===== src/rtl/aes256_ctr_framer.sv =====
// AES-256 CTR framer: serialises per-packet key, counter block and payload
// into the single AXI-Stream consumed by the iterative CTR core.
module aes256_ctr_framer #(
  parameter int unsigned AXIS_WIDTH = 64
) (
  input  logic                    Clk,
  input  logic                    Rst,
  input  logic                    Cfg_valid,
  output logic                    Cfg_ready,
  input  logic [255:0]            Cfg_key,
  input  logic [127:0]            Cfg_iv,
  input  logic                    Cfg_encrypt,
  input  logic                    S_axis_tvalid,
  output logic                    S_axis_tready,
  input  logic [AXIS_WIDTH-1:0]   S_axis_tdata,
  input  logic [AXIS_WIDTH/8-1:0] S_axis_tkeep,
  input  logic                    S_axis_tlast,
  output logic                    M_axis_tvalid,
  input  logic                    M_axis_tready,
  output logic [AXIS_WIDTH-1:0]   M_axis_tdata,
  output logic [AXIS_WIDTH/8-1:0] M_axis_tkeep,
  output logic                    M_axis_tlast,
  output logic                    M_axis_tuser
);

  localparam int unsigned KEY_WORDS = 256 / AXIS_WIDTH;
  localparam int unsigned IV_WORDS  = 128 / AXIS_WIDTH;
  localparam int unsigned KEEP_W    = AXIS_WIDTH / 8;
  localparam int unsigned CNT_W     = $clog2(KEY_WORDS);
  localparam logic [CNT_W-1:0] KEY_LAST = CNT_W'(KEY_WORDS - 1);
  localparam logic [CNT_W-1:0] IV_LAST  = CNT_W'(IV_WORDS - 1);

  typedef enum logic [3:0] {
    ST_IDLE    = 4'b0001,
    ST_KEY     = 4'b0010,
    ST_IV      = 4'b0100,
    ST_PAYLOAD = 4'b1000
  } state_t;

  state_t                state_q, state_d;
  logic [CNT_W-1:0]      cnt_q, cnt_d;
  logic [255:0]          key_q, key_d;
  logic [127:0]          iv_q, iv_d;
  logic                  enc_q, enc_d;
  logic                  tvalid_q, tvalid_d;
  logic [AXIS_WIDTH-1:0] tdata_q, tdata_d;
  logic [KEEP_W-1:0]     tkeep_q, tkeep_d;
  logic                  tlast_q, tlast_d;
  logic                  tuser_q, tuser_d;
  logic                  cfg_rdy, s_rdy;
  logic                  slot_free;

  assign slot_free     = !tvalid_q || M_axis_tready;
  assign Cfg_ready     = cfg_rdy && !Rst;
  assign S_axis_tready = s_rdy && !Rst;
  assign M_axis_tvalid = tvalid_q;
  assign M_axis_tdata  = tdata_q;
  assign M_axis_tkeep  = tkeep_q;
  assign M_axis_tlast  = tlast_q;
  assign M_axis_tuser  = tuser_q;

  // Next-state, config capture and output-register load, one beat per cycle.
  always_comb begin
    state_d  = state_q;
    cnt_d    = cnt_q;
    key_d    = key_q;
    iv_d     = iv_q;
    enc_d    = enc_q;
    tvalid_d = tvalid_q;
    tdata_d  = tdata_q;
    tkeep_d  = tkeep_q;
    tlast_d  = tlast_q;
    tuser_d  = tuser_q;
    cfg_rdy  = 1'b0;
    s_rdy    = 1'b0;
    // A free slot empties unless a new beat is loaded below.
    if (slot_free) tvalid_d = 1'b0;
    case (state_q)
      ST_IDLE: begin
        cfg_rdy = 1'b1;
        if (Cfg_valid) begin
          key_d   = Cfg_key;
          iv_d    = Cfg_iv;
          enc_d   = Cfg_encrypt;
          cnt_d   = '0;
          state_d = ST_KEY;
        end
      end
      ST_KEY: begin
        if (slot_free) begin
          tvalid_d = 1'b1;
          tdata_d  = key_q[int'(cnt_q)*AXIS_WIDTH +: AXIS_WIDTH];
          tkeep_d  = '1;
          tlast_d  = 1'b0;
          tuser_d  = enc_q;
          if (cnt_q == KEY_LAST) begin
            cnt_d   = '0;
            state_d = ST_IV;
          end else begin
            cnt_d = cnt_q + 1'b1;
          end
        end
      end
      ST_IV: begin
        if (slot_free) begin
          tvalid_d = 1'b1;
          tdata_d  = iv_q[int'(cnt_q)*AXIS_WIDTH +: AXIS_WIDTH];
          tkeep_d  = '1;
          tlast_d  = 1'b0;
          tuser_d  = enc_q;
          if (cnt_q == IV_LAST) begin
            cnt_d   = '0;
            state_d = ST_PAYLOAD;
          end else begin
            cnt_d = cnt_q + 1'b1;
          end
        end
      end
      ST_PAYLOAD: begin
        s_rdy = slot_free;
        if (slot_free && S_axis_tvalid) begin
          tvalid_d = 1'b1;
          tdata_d  = S_axis_tdata;
          tkeep_d  = S_axis_tlast ? S_axis_tkeep : '1;
          tlast_d  = S_axis_tlast;
          tuser_d  = enc_q;
          if (S_axis_tlast) state_d = ST_IDLE;
        end
      end
      default: state_d = ST_IDLE;
    endcase
  end

  // State, captured config and output register; reset drops any partial packet.
  always_ff @(posedge Clk) begin
    if (Rst) begin
      state_q  <= ST_IDLE;
      cnt_q    <= '0;
      key_q    <= '0;
      iv_q     <= '0;
      enc_q    <= 1'b0;
      tvalid_q <= 1'b0;
      tdata_q  <= '0;
      tkeep_q  <= '0;
      tlast_q  <= 1'b0;
      tuser_q  <= 1'b0;
    end else begin
      state_q  <= state_d;
      cnt_q    <= cnt_d;
      key_q    <= key_d;
      iv_q     <= iv_d;
      enc_q    <= enc_d;
      tvalid_q <= tvalid_d;
      tdata_q  <= tdata_d;
      tkeep_q  <= tkeep_d;
      tlast_q  <= tlast_d;
      tuser_q  <= tuser_d;
    end
  end

endmodule


===== config.mk =====
export PLATFORM = sky130hd
export DESIGN_NAME = aes256_ctr_framer
export DESIGN_NICKNAME = d
export VERILOG_FILES = /design/src/rtl/aes256_ctr_framer.sv
export SDC_FILE = /design/constraint.sdc
export NUM_CORES = 1
export LEC_CHECK = 0
export BUFFER_PORTS_ARGS = -buffer_cell sky130_fd_sc_hd__buf_2
export CAP_MARGIN = 20
export CORE_ASPECT_RATIO = 0.9
export CORE_UTILIZATION = 25
export CTS_CLUSTER_SIZE = 20
export DETAILED_ROUTE_END_ITERATION = 8
export PLACE_DENSITY = 0.42
export SYNTH_ARGS = -nofsm -noshare
export SYNTH_HDL_FRONTEND = slang
export SYNTH_SLANG_ARGS = --single-unit
export TNS_END_PERCENT = 1

===== constraint.sdc =====
create_clock -name Clk -period 3.31 [get_ports Clk]
set_clock_uncertainty 0.1 [all_clocks]
set_input_delay 0.1655 -clock Clk [delete_from_list [all_inputs] [get_ports Clk]]
set_output_delay 0.1655 -clock Clk [all_outputs]
set_load 0.1 [all_outputs]

# Word level (Yosys, flattened, before mapping)
# Cells that the tools add are included.
[totals]
word_cells = 76
out_inout_bits = 77
regBits = 466
inputBits = 463
[op_classes]
n_addsub = 1
shift = 2
n_reduce_logical = 15
eq_ne = 14
n_mux = 34
[op_table]
columns = ["cell", "count"]
rows = [
  ["256-bit by 9-bit indexed part select with 64-bit output", 1],
  ["64-bit 2-to-1 mux", 3],
  ["64-bit one-hot mux with 3 select lines", 1],
  ["128-bit by 9-bit indexed part select with 64-bit output", 1],
  ["4-bit 2-to-1 mux", 7],
  ["8-bit 2-to-1 mux", 3],
  ["4-bit one-hot mux with 4 select lines", 1],
  ["8-bit one-hot mux with 2 select lines", 1],
  ["2-bit != test (second input constant)", 7],
  ["2-bit 2-to-1 mux", 5],
  ["1-bit 2-to-1 mux", 9],
  ["4-bit AND reduction", 2],
  ["7-bit AND reduction", 1],
  ["1-bit one-hot mux with 2 select lines", 3],
  ["2-bit one-hot mux with 3 select lines", 1],
  ["3-bit nonzero test", 2],
  ["4-bit by 1-bit equality test with 1-bit output (second input constant)", 1],
  ["4-bit by 2-bit equality test with 1-bit output (second input constant)", 1],
  ["4-bit by 3-bit equality test with 1-bit output (second input constant)", 1],
  ["4-bit equality test (second input constant)", 1],
  ["1-bit logical AND", 3],
  ["3-bit AND reduction", 1],
  ["2-bit by 1-bit adder with 2-bit output (second input constant)", 1],
  ["2-bit by 1-bit equality test with 1-bit output (second input constant)", 1],
  ["other kinds (7)", 8],
]

# Logic depth before layout (Yosys ltp)
[logic_depth]
ltp_word = 5
ltp_mapped = 10

# Worst setup path after synthesis
# Ideal clock, no wire load.
[synth_path]
kind = "reg-to-output"
startpoint = "register state_q[2]"
endpoint = "output S_axis_tready"
path_slack_ns = -0.421
arrival_time_ns = 3.466
stages_incl_launch_ff = 6
n_path_buf = 3
cell_sequence = "dfxtp_1 > buf_2 > nor4b_2 > buf_2 > buf_2 > nor3b_1"
[synth_via]
elab_chain_len = 3
[synth_lines]
columns = ["item", "line", "source"]
rows = [
  ["start, declared", "40", "state_t state_q, state_d;"],
  ["start signal, assigned", "148", "state_q <= state_d;"],
  ["4-bit equality test", "78", "case (state_q)"],
  ["1-bit 2-to-1 mux", "78", ""],
  ["1-bit logical AND", "55", "assign S_axis_tready = s_rdy && !Rst;"],
  ["end, declared", "14", "output logic S_axis_tready,"],
]
# No other way between the ends.

# Final worst setup path
[layout_path]
startpoint = "register state_q[3]"
endpoint = "register tvalid_q (netlist: M_axis_tvalid)"
[layout_via]
elab_chain_len = 3
word_cells_on_any_way = 5
cone_classes = "3 x eq/ne; 1 x mux; 1 x reduce/logical"
[layout_lines]
columns = ["item", "line", "source"]
rows = [
  ["4-bit by 3-bit equality test with 1-bit output / 4-bit by 2-bit equality test with 1-bit output (equally long branches)", "78", ""],
  ["2-bit OR reduction (no source line)", "-", ""],
  ["1-bit one-hot mux with 2 select lines *", "78", ""],
  ["end signal, assigned", "153", "tvalid_q <= tvalid_d;"],
  ["end, declared", "45", "logic tvalid_q, tvalid_d;"],
]
# Mark *: on every way between the ends. The rest lies on a longest branch, timed or not.
# A chain may end at the register's enable or synchronous reset.

==> metrics.log <==
[metrics] run status: finished, final reports clean
[metrics] post-synthesis mux area share: 9.72%
[metrics] Most common cell on crit path: sky130_fd_sc_hd__dlygate4sd3_1
[metrics] series of cell instances along the critical path: nor4b_4 -> buf_4 -> nand2_1 -> a21oi_1 -> dlygate4sd3_1 -> nor2_1 -> dlygate4sd3_1
[metrics] fraction of the cycle the final worst path needs: approximately nine tenths
[metrics] area added between synthesis and finish: 52.1%
[metrics] Max Freq: around 340 MHz
[metrics] standby leakage power: 12.9 nW
[metrics] max_slew headroom: 48.7%
[metrics] number of flops mapped to enable cells by yosys: 0
[metrics] largest family of logic cells by synthesized area: simple AND/OR/NAND/NOR gates
[metrics] Die Ht: 276 µm
[metrics] power density over cell area: 489 mW/mm²
[metrics] # IOs: 540
[metrics] mean number of vias per cell: around 4.7
[metrics] Data required, critical path: 3.68 ns
[metrics] Avg Cell Area, Syn: 8.21 µm²
[metrics] RSZ-0062 raised after global routing: false
[metrics] WL per Instance: 17.6 µm
[metrics] width of the die: 306 µm
[metrics] sum of overflow across all layers after global routing: 0
[metrics] Post-Route WL: 81000 µm
[metrics] start-to-end type of the worst setup path: flip-flop to flip-flop
[metrics] Post-Synth Adder-Cell Area: 0.180%
[metrics] number of levels in the clock H-tree: 2
[metrics] Main synth FF type: sky130_fd_sc_hd__dfxtp_1
[metrics] TritonCTS clock tree: done
[metrics] number of standard cells after synthesis: 2537
[metrics] layout cells sized above 1: 21.4%
[metrics] Mapped Nets: 3003
[metrics] CTS Buffer Depth: 3
[metrics] number of clock buffers inserted by TritonCTS: 55
[metrics] DRC viols: 0
[metrics] critical path arrival: 3.29 ns
[metrics] Seq/Total Area, Yosys: 44.8%
[metrics] number of antenna violations at the first check in global routing: 4
[metrics] cell with the largest stage delay on the worst path: sky130_fd_sc_hd__dfxtp_1
[metrics] Detail Placement HPWL: 52000 µm
[metrics] post-synthesis compound-gate area fraction: about 18%
[metrics] buffer cell driving the clock tree root: sky130_fd_sc_hd__clkbuf_16
[metrics] number of distinct standard cells referenced by the synthesized netlist: 45
[metrics] number of cells on the worst reg-to-reg path: 7
[metrics] Synth Area in Simple Gates: around 22%
[metrics] clock-pin slew on the worst setup and hold paths: 0.05 ns
[metrics] reg-to-reg critical path startpoint: state_q[3]
[metrics] logic depth of the worst path, buffers included: 7
[metrics] via count of the first global-routing pass: 21300
[metrics] setup-violating endpoint count in the final report: 0
[metrics] async set or reset register ratio after synthesis: 0%
[metrics] Worst Setup Slack post-DPL: between 0.5 and 0.6 ns
[metrics] Final Critical Period: around 3 ns
[metrics] post-synthesis xor/xnor area fraction: less than 1%
[metrics] kind of cell adding the most delay to the critical path: buffers and inverters
[metrics] final RePlAce weighted congestion: 0.819
[metrics] vias post-DR: 21500
[metrics] number of nets in the final layout: 3937
[metrics] flops & latches, synth: 466
[metrics] post-CTS setup buffer count: 0
[metrics] final number of hold-violating endpoints: 0
[metrics] # port buffers: 539
[metrics] cell row count: 100
[metrics] area of the core: 0.0826 mm²
[metrics] max-cap violations: 0
[metrics] critical register-to-register path endpoint: M_axis_tvalid
[metrics] CP startpoint kind: flip-flop
[metrics] Post-Synthesis Cell Area: 0.0208 mm²
[metrics] FF-to-FF setup slack: 0.40 ns
[metrics] Max stage delay on crit path: 0.67 ns
[metrics] floorplan die area: 0.0844 mm²
[metrics] capturing element type of the critical path: flip-flop
[metrics] destination of the worst hold path: M_axis_tkeep[5]
[metrics] Yosys warnings: 0
[metrics] CTS sink count: 466
[metrics] worst-path fanout max: 18
[metrics] maximum vdd ir drop: 0.000308 V
[metrics] GR Util All Layers: 18.2%
[metrics] Clk Latency, worst-skew pair: a little under 0.6 ns
[metrics] number of DRC markers in iteration 0: about 1300
[metrics] count of buffering cells on the critical path with inverters included: 3
[metrics] Final Max Slew Viols: 0
[metrics] count of TritonRoute iterations in the first routing pass: 5
[metrics] number of routed nets with antenna violations: 0
[metrics] pin count of the biggest net entering global routing: 150
[metrics] hold path cells: 4
[metrics] smallest setup slack after layout: 0.397 ns
[metrics] Sum Neg Setup Slack: 0 ns
[metrics] transition time at the pin with the least slew margin: 0.769 ns
[metrics] # fillers: 8521
[metrics] source of the worst hold timing path: S_axis_tlast
[metrics] Hold/Removal Path Class: input pin to flip-flop
[metrics] global-route wire length before repair: 122000 µm
[metrics] initial cell density of the core: 25.2%
==> how the worst max path moves through the flow <==
stage	startpoint	to	slack [ns]
final	state_q[3]	M_axis_tvalid	0.40
after CTS	state_q[0]	key_q[200]	0.24
after global routing	state_q[0]	iv_q[59]	0.23
after floorplan	state_q[2]	S_axis_tready	0.58
after detailed placement	state_q[2]	M_axis_tdata[20]	0.57
after global placement	state_q[2]	M_axis_tdata[34]	0.62
==> logic make-up (layout without fill, tap and decap cells) <==
kind of cell    after synthesis  count (layout)
xor+xnor                      2               2
mux                         194             194
fa+ha+maj                     3               3
other cells                   0               6
buf+inv                     247            1224
simple gates               1018            1018
flops                       466             466
compound gates              607             607
==> metal layers <==
| layer | routed length, µm | global-route usage, % | part of all wire [%] | vias to the layer above |
|---|---|---|---|---|
| li1 | - | - | - | 10600 |
| met2 | 37400 | 29.5 | 46 | 542 |
| met1 | 37400 | 24.6 | 46 | 10200 |
| met3 | 3830 | 3.03 | 4.7 | 143 |
| met5 | 0 | 0 | 0 | - |
| met4 | 2300 | 5.97 | 2.8 | 0 |
==> cell type report <==
type                            instances  area [µm²]  area share [%]
Multi-Input combinational cell       1824       10400            32.9
Sequential cell                       466        9340            29.5
Timing Repair Buffer                 1117        8700            27.5
Clock buffer                           89        1740            5.49
Tap cell                             1071        1340            4.23
Clock inverter                         11        91.3           0.289
Inverter                                7        26.3          0.0830
Antenna cell                            6        15.0          0.0474
==> per-stage QoR <==
stage	utilization, %	instances	power (mW)	hold WS (ns)	cell area (µm²)
finish	38.3	4591	15.5	0.0889	31700
floorplan	-	2537	7.98	0.201	20800
global route	38.3	4589	16.2	0.105	31600
CTS	38.3	4585	15.6	0.0409	31600
detailed placement	29.7	3956	8.88	0.312	24500
global placement	29.7	3956	8.84	0.307	24500
==> where the power goes <==
group / switching (mW) / internal (mW) / total [mW]
Sequential: 0.245 / 6.08 / 6.32
Combinational: 1.63 / 1.36 / 2.99
Clock: 2.51 / 3.64 / 6.16
==> state kept, by name (all words and copies together) (netlist names) <==
register,flops
state_q,4
M_axis_tuser,1
M_axis_tvalid,1
iv_q,128
M_axis_tkeep,8
key_q,256
enc_q,1
M_axis_tlast,1
cnt_q,2
M_axis_tdata,64
==> Yosys cell counts, types with 10 or more instances <==
master | n | area (µm²)
sky130_fd_sc_hd__nand2_1 | 774 | 2910
sky130_fd_sc_hd__dfxtp_1 | 466 | 9330
sky130_fd_sc_hd__a21oi_1 | 389 | 1950
sky130_fd_sc_hd__clkbuf_1 | 136 | 510
sky130_fd_sc_hd__nor3b_1 | 133 | 998
sky130_fd_sc_hd__mux2i_1 | 129 | 1290
sky130_fd_sc_hd__buf_2 | 80 | 400
sky130_fd_sc_hd__a31oi_1 | 74 | 463
sky130_fd_sc_hd__nand2b_1 | 68 | 425
sky130_fd_sc_hd__o211ai_1 | 66 | 495
sky130_fd_sc_hd__a32o_1 | 64 | 641
sky130_fd_sc_hd__mux2_2 | 64 | 721
sky130_fd_sc_hd__buf_6 | 10 | 113
==> cell usage in the layout, fill, tap and decap left out, types with 2 or more instances in the layout <==
master	netlist	routed
sky130_fd_sc_hd__buf_12	0	26
sky130_fd_sc_hd__nor3b_1	133	132
sky130_fd_sc_hd__nor3_1	9	9
sky130_fd_sc_hd__clkinv_4	0	2
sky130_fd_sc_hd__nor2b_1	2	2
sky130_fd_sc_hd__dlygate4sd3_1	0	529
sky130_fd_sc_hd__inv_1	7	7
sky130_fd_sc_hd__mux2_2	64	64
sky130_fd_sc_hd__nor4b_2	1	3
sky130_fd_sc_hd__clkbuf_16	0	58
sky130_fd_sc_hd__dfxtp_1	466	464
sky130_fd_sc_hd__buf_4	7	23
sky130_fd_sc_hd__o21ai_0	6	6
sky130_fd_sc_hd__nand2_4	0	2
sky130_fd_sc_hd__clkbuf_8	0	17
sky130_fd_sc_hd__or4_1	3	3
sky130_fd_sc_hd__ha_1	3	3
sky130_fd_sc_hd__nor4_1	8	8
sky130_fd_sc_hd__diode_2	0	6
sky130_fd_sc_hd__dfxtp_4	0	2
sky130_fd_sc_hd__nand2_1	774	772
sky130_fd_sc_hd__o211ai_1	66	66
sky130_fd_sc_hd__buf_2	80	538
sky130_fd_sc_hd__nor2_1	7	7
sky130_fd_sc_hd__nand2b_1	68	68
sky130_fd_sc_hd__xor2_1	2	2
sky130_fd_sc_hd__a32o_1	64	64
sky130_fd_sc_hd__a31oi_1	74	74
sky130_fd_sc_hd__clkinv_2	0	7
sky130_fd_sc_hd__a21oi_1	389	389
sky130_fd_sc_hd__clkbuf_1	136	14
sky130_fd_sc_hd__mux2i_1	129	129
==> repair_timing <==
item / 4_1_cts / 5_1_grt
resized for setup: 0 / 1
hold buffers: 529 / 0
setup endpoints to repair: 0 / 2
endpoints found under the hold margin: 463 / 0
==> tightest hold or removal path: cells and delay by family <==
family                 cells  cell delay, ns
and+or+nand+nor            3            0.43
buffers and inverters      1            0.12
(Power assumes the default switching activity.)
